$ cat src/rtl/tt_div_pkg.sv
// Shared types and constants for the 8-by-4 restoring divider.
package tt_div_pkg;

    localparam int N_W = 8;
    localparam int D_W = 4;
    localparam int Q_W = 4;

    localparam int ITER_CYCLES  = 4;
    localparam int CHK2DONE_ERR = 1;
    localparam int CHK2DONE_OK  = ITER_CYCLES + 1;

    typedef enum logic [1:0] {
        S_IDLE  = 2'd0,
        S_CHECK = 2'd1,
        S_ITER  = 2'd2,
        S_DONE  = 2'd3
    } state_e;

endpackage

$ cat src/rtl/div_datapath.sv
// Shift/compare/subtract datapath: one quotient bit per step, remainder in rem.
module div_datapath
    import tt_div_pkg::*;
(
    input  logic           clk,
    input  logic           rst_n,
    input  logic           en_i,
    input  logic           load_i,
    input  logic           step_i,
    input  logic [N_W-1:0] n_i,
    input  logic [D_W-1:0] d_i,
    output logic [Q_W-1:0] q_o,
    output logic [D_W-1:0] r_o,
    output logic           last_o
);

    logic [D_W:0]   rem_q, rem_d;
    logic [Q_W-1:0] sh_q, sh_d;
    logic [1:0]     cnt_q, cnt_d;
    logic [D_W:0]   t;
    logic           qbit;
    logic           unused_rem_msb;

    // The remainder stays below D, so its top bit never reaches t.
    assign t              = {rem_q[D_W-1:0], sh_q[Q_W-1]};
    assign qbit           = (t >= {1'b0, d_i});
    assign unused_rem_msb = rem_q[D_W];

    always_comb begin
        rem_d = rem_q;
        sh_d  = sh_q;
        cnt_d = cnt_q;
        if (load_i) begin
            rem_d = {1'b0, n_i[N_W-1:Q_W]};
            sh_d  = n_i[Q_W-1:0];
            cnt_d = 2'd0;
        end else if (step_i) begin
            rem_d = qbit ? (t - {1'b0, d_i}) : t;
            sh_d  = {sh_q[Q_W-2:0], qbit};
            cnt_d = cnt_q + 2'd1;
        end
    end

    always_ff @(posedge clk or negedge rst_n) begin
        if (!rst_n) begin
            rem_q <= '0;
            sh_q  <= '0;
            cnt_q <= '0;
        end else if (en_i) begin
            rem_q <= rem_d;
            sh_q  <= sh_d;
            cnt_q <= cnt_d;
        end
    end

    assign q_o    = sh_q;
    assign r_o    = rem_q[D_W-1:0];
    assign last_o = (cnt_q == 2'(ITER_CYCLES - 1));

endmodule

$ cat src/rtl/tt_um_micro_div_njp.sv
// Micro divider top: FSM sequencing operand capture, overflow check and four ITER steps.
module tt_um_micro_div_njp
    import tt_div_pkg::*;
(
    input  logic       clk,
    input  logic       rst_n,
    input  logic       ena,
    input  logic [7:0] ui_in,
    input  logic [7:0] uio_in,
    output logic [7:0] uo_out,
    output logic [7:0] uio_out,
    output logic [7:0] uio_oe
);

    state_e         state_q, state_d;
    logic [N_W-1:0] n_q, n_d;
    logic [D_W-1:0] d_q, d_d;
    logic           err_q, err_d;
    logic           load, step;
    logic           start;
    logic           last;
    logic           in_done, busy;
    logic [Q_W-1:0] quot;
    logic [D_W-1:0] rmd;
    logic [2:0]     unused_uio;

    assign start      = uio_in[4];
    assign unused_uio = uio_in[7:5];

    always_comb begin
        state_d = state_q;
        n_d     = n_q;
        d_d     = d_q;
        err_d   = err_q;
        load    = 1'b0;
        step    = 1'b0;
        case (state_q)
            S_IDLE, S_DONE: begin
                if (start) begin
                    n_d     = ui_in;
                    d_d     = uio_in[D_W-1:0];
                    err_d   = 1'b0;
                    state_d = S_CHECK;
                end
            end
            S_CHECK: begin
                // A high nibble >= D means the quotient needs more than four bits.
                if (d_q == '0 || n_q[N_W-1:Q_W] >= d_q) begin
                    err_d   = 1'b1;
                    state_d = S_DONE;
                end else begin
                    load    = 1'b1;
                    state_d = S_ITER;
                end
            end
            S_ITER: begin
                step = 1'b1;
                if (last) begin
                    state_d = S_DONE;
                end
            end
            default: state_d = S_IDLE;
        endcase
    end

    always_ff @(posedge clk or negedge rst_n) begin
        if (!rst_n) begin
            state_q <= S_IDLE;
            n_q     <= '0;
            d_q     <= '0;
            err_q   <= 1'b0;
        end else if (ena) begin
            state_q <= state_d;
            n_q     <= n_d;
            d_q     <= d_d;
            err_q   <= err_d;
        end
    end

    div_datapath u_dp (
        .clk    (clk),
        .rst_n  (rst_n),
        .en_i   (ena),
        .load_i (load),
        .step_i (step),
        .n_i    (n_q),
        .d_i    (d_q),
        .q_o    (quot),
        .r_o    (rmd),
        .last_o (last)
    );

    // Result is only exposed in DONE; err forces the all-ones pattern.
    assign in_done = (state_q == S_DONE);
    assign busy    = (state_q == S_CHECK) || (state_q == S_ITER);
    assign uo_out  = in_done ? (err_q ? 8'hFF : {rmd, quot}) : 8'h00;
    assign uio_out = {err_q, in_done, busy, 5'b00000};
    assign uio_oe  = 8'hE0;

endmodule

$ cat config.mk
export PLATFORM = sky130hd
export DESIGN_NAME = tt_um_micro_div_njp
export DESIGN_NICKNAME = d
export VERILOG_FILES = /design/src/rtl/tt_div_pkg.sv /design/src/rtl/div_datapath.sv /design/src/rtl/tt_um_micro_div_njp.sv
export SDC_FILE = /design/constraint.sdc
export NUM_CORES = 1
export LEC_CHECK = 0
export CAP_MARGIN = 5
export CORE_MARGIN = 3
export CORE_UTILIZATION = 35
export CTS_CLUSTER_DIAMETER = 120
export DETAILED_ROUTE_END_ITERATION = 16
export GPL_TIMING_DRIVEN = 0
export HOLD_SLACK_MARGIN = 0.02
export SYNTH_ARGS = -nofsm -noshare
export SYNTH_HDL_FRONTEND = slang
export SYNTH_SLANG_ARGS = --single-unit
$ cat constraint.sdc
create_clock -name clk -period 2.1 [get_ports clk]
set_clock_uncertainty 0.1 [all_clocks]
set_input_delay 0.21 -clock clk [delete_from_list [all_inputs] [get_ports clk]]
set_output_delay 0.21 -clock clk [all_outputs]
set_load 0.1 [all_outputs]
# == Word level (Yosys, flattened, before mapping) ==
# Index checks and enable logic that the tools add are counted.
# W data, S select, Z words.
# totals
ff_bits,25
out_inout_bits,24
wordCells,48
# op_classes
add_sub_neg,2
n_lt_le_gt_ge,2
eq_ne,7
n_mux,19
reduce_logical,11
# ops
op,count
$mux W4,5
$mux W8,2
$mux W2,4
$eq A2 B2 Y1 const B,3
$mux W1,6
$ne A2 B2 Y1 const B,3
$pmux W2 S3,1
$reduce_and A3 Y1,2
$ge A5 B4 Y1,1
$ge A4 B4 Y1,1
$logic_not A4 Y1,1
$reduce_and A4 Y1,1
$reduce_bool A2 Y1,2
$sub A4 B4 Y4,1
$add A2 B1 Y2 const B,1
$eq A2 B1 Y1 const B,1
$logic_not A2 Y1,1
$logic_or A1 B1 Y1,2
$pmux W1 S2,1
$reduce_and A2 Y1,1
$reduce_or A2 Y1,1

# == Depth between registers and ports, before layout ==
# logic_depth
word_depth,6
ltp_mapped,8
depth_no_buf,7

# == Modules after synthesis ==
# Synthesis repeated with hierarchy kept, for this count alone.
# hier_totals
cells_unflattened,166
hier_area_um2,1662.8
# by_module_without_submodules
module,instances,cells_each,area_each_um2,seq_area_each_um2
tt_um_micro_div_njp,1,93,969.7,375.4
div_datapath,1,73,693.2,250.2

# == Worst setup path after synthesis ==
# No wires, ideal clock.
# synth_path
kind,reg-to-reg
start,register d_q[1]
end,register u_dp.rem_q[0]
arrival_time_ns,1.691
required_time_ns,1.879
slack_ns,0.188
stages_incl_launch_ff,8
cell_sequence,dfrtp_1 -> inv_1 -> ha_1 -> nand4_1 -> and2_1 -> and3_2 -> o32a_1 -> o22a_1
# synth_via
elab_chain_cells,6
# synth_lines
element,line_no,text
"start, declared",tt_um_micro_div_njp.sv:17,"logic [D_W-1:0] d_q, d_d;"
"start signal, assigned",tt_um_micro_div_njp.sv:70,d_q <= '0;
"start signal, assigned",tt_um_micro_div_njp.sv:75,d_q <= d_d;
$ge A4 B4 Y1 or $logic_not A4 Y1 (tied branches),tt_um_micro_div_njp.sv:48,if (d_q == '0 || n_q[N_W-1:Q_W] >= d_q) begin
$logic_or A1 B1 Y1,tt_um_micro_div_njp.sv:48,
$mux W1,tt_um_micro_div_njp.sv:48,
$mux W1,tt_um_micro_div_njp.sv:37,case (state_q)
$reduce_bool A2 Y1 (no source line),-,
$reduce_and A2 Y1 (no source line),-,
"end signal, assigned",div_datapath.sv:50,rem_q <= rem_d;
"end, declared",div_datapath.sv:17,"logic [D_W:0] rem_q, rem_d;"
# Parallel ways exist; a longest one is shown, timed or not. The select of a mux whose other input is x is not followed.
# A chain may end at the register's enable or synchronous reset.

# == Worst setup path in the final report ==
# layout_path
start,register d_q[1]
end,register u_dp.rem_q[1]
# Same word-level chain as after synthesis.

==> metrics <==
status completed; CP Data Arrival Time 2100 ps; final period utilization 0.9660; worst-margin pin slew 1116 ps; H-tree levels 1; vias in the first global route 1224; DR vias 1246; gr usage total 0.1300; mapped cell area about 1600 um2; Die Y 74.12 um; number of synthesized flops with an enable pin 0; Max clock buf depth 2; Port Buffers 26; final wirelength about 3400 um; proportion of synthesized area in mux cells 0.08937; Syn Inst Count 156; ratio of cells with drive above 1 in the final layout 0.3000; clock slew at reported path FFs approximately 90 ps; Clock Latency Late Sink 270 ps; gr ovfl total 0; combinational family with the most area after synthesis compound AO/OA/AOI/OAI gates; Startpoint Class register; Max Freq between 400 and 500 MHz; Synth Area in XOR/XNOR 0.005393; post-synth top area share 0.3852; kind of critical path reg2reg; post-synthesis simple-gate area fraction 0.09245; post-synthesis adder-cell area fraction 0.1048; Synth Flop Type dfrtp_1; Synth area leader dfrtp_1; max-slew violation count 0; Die Wd 74.12 um; Area contributors post-synth dfrtp_1 (39%), ha_1 (9.2%), buf_4 (8.3%); Final Net Count around 230; Initial Util 0.3679; Sink Count 25; number of synthesis warnings 0; CTS tree yes; crit end category register; Iter 0 DRT Violations 99; Syn Area/Cell roughly 10 um2; die area 5494 um2; Worst Path Required 2170 ps; Synth Register Bits 25; routability cong. 0.8226; HP Class reg2reg; initial antenna violation count 0; Max Cap Violations 0; sequential area share after synthesis 0.3852; Root Buffer Master clkbuf_8; Tmin final 2029 ps; WL per Instance 13.40 um; number of vias per cell 4.944; final setup TNS 0 ps; post-synth cell types 41; first-pass GRT wire length 5540 um; area grow syn2layout 26.89%; diode count 0; core area 4414 um2; DRC Markers 0; Inserted Clock Buffers 3; Final Hold Viols 0; Synth Area in Compound Gates 0.1911; I/O pin total 43; # rows 24; worst-path fanout max 9; Antenna Violating Nets Remaining 0; # hold bufs at CTS 0; Slew HR 0.2538; asr flop ratio synth 1.000; largest net degree at the start of global routing 26; DP Wirelength roughly 2600 um; setup violators final 0; drt pass-1 iters 4
synth_stat cells (all sizes together) (2+ instances only):
cell type / instances
o32a: 2
nand3: 2
mux2: 12
and3: 3
o21a: 9
o22ai: 6
o21ai: 5
nand2: 2
clkbuf: 2
inv: 13
buf: 20
a21oi: 6
o22a: 2
nor2: 9
dfrtp: 25
ha: 12
conb: 2
a2bb2oi: 6
flip-flops by register name (all words and copies together) (netlist names):
| name | flops |
|---|---|
| d_q | 4 |
| err_q | 1 |
| u_dp.rem_q | 4 |
| state_q | 2 |
| n_q | 8 |
| u_dp.q_o | 4 |
| u_dp.cnt_q | 2 |
cell usage in the layout (no fill, tap or decap), types with 3 or more instances in the layout:
cell type         n
dfrtp_1          25
buf_4            24
clkdlybuf4s50_1  15
inv_1            13
conb_1           13
mux2_2           12
ha_1             11
o21a_1            8
nor2_1            8
a21oi_1           6
a2bb2oi_1         6
o22ai_1           6
clkbuf_4          5
o21ai_0           3
clkbuf_8          3
what timing repair did:
item / 4_1_cts / 5_1_grt
setup buffers: 0 / 3
resized for setup: 54 / 10
endpoints found under the setup margin: 23 / 7
per-layer routing:
metal	wire length (um)	up-vias	part of all wire	track usage
li1	-	615	-	-
met1	1453	592	0.43	0.1629
met2	1696	32	0.50	0.2234
met3	165	7	0.049	0.02027
met4	61	0	0.018	0.05231
met5	0	-	0	0
per-stage QoR:
| step | cells | worst slack (ps) | util | hold WS (ps) | instance area, um2 |
|---|---|---|---|---|---|
| final | 252 | 71.40 | 0.4668 | 390.6 | 2061 |
| after global routing | 252 | -12.46 | 0.4668 | 431.4 | 2061 |
| after CTS | 249 | 0.04474 | 0.4544 | 397.8 | 2006 |
| after detailed placement | 245 | -407.8 | 0.4510 | 385.0 | 1991 |
| after global placement | 245 | -385.8 | 0.4510 | 366.5 | 1991 |
| after floorplan | 167 | 188.0 | - | -185.6 | 1665 |
area by class of cell:
class / count / area (um2)
Buffer: 22 / 158.9
Clock buffer: 3 / 41.29
Inverter: 13 / 48.80
Fill cell: 428 / 2354
Multi-Input combinational cell: 107 / 855.8
Tap cell: 52 / 65.06
Sequential cell: 25 / 625.6
Timing Repair Buffer: 29 / 257.7
Clock inverter: 1 / 7.507
critical path: stages, from the launching register on:
cell,delay [ps]
dfrtp_1,420
inv_1,90
ha_1,280
o211ai_1,200
nor2_2,100
or2_1,240
buf_6,140
o32a_1,180
o22a_1,180
cells by family after synthesis:
logic type	count (synthesis)
adders and majority gates	13
buffers and inverters	35
other	2
DFF	25
AOI/OAI and AO/OA	42
xor gates and xnor gates	1
and+or+nand+nor	25
muxes	13
worst paths after layout:
kind | start | to | slack, ps | cells past startpoint
max in group asynchronous | rst_n | d_q[2] | 800 | 1
hold / removal | u_dp.cnt_q[0] | u_dp.cnt_q[0] | 390 | 1
min in group asynchronous | rst_n | n_q[2] | 430 | 1
setup / recovery | d_q[1] | u_dp.rem_q[1] | 70 | 8
hold reg to reg | u_dp.cnt_q[0] | u_dp.cnt_q[0] | 390 | 1
setup reg to reg | d_q[1] | u_dp.rem_q[1] | 70 | 8
Power is not shown: default switching activity piles up to over one toggle a cycle in this logic, so the estimate is an artifact.
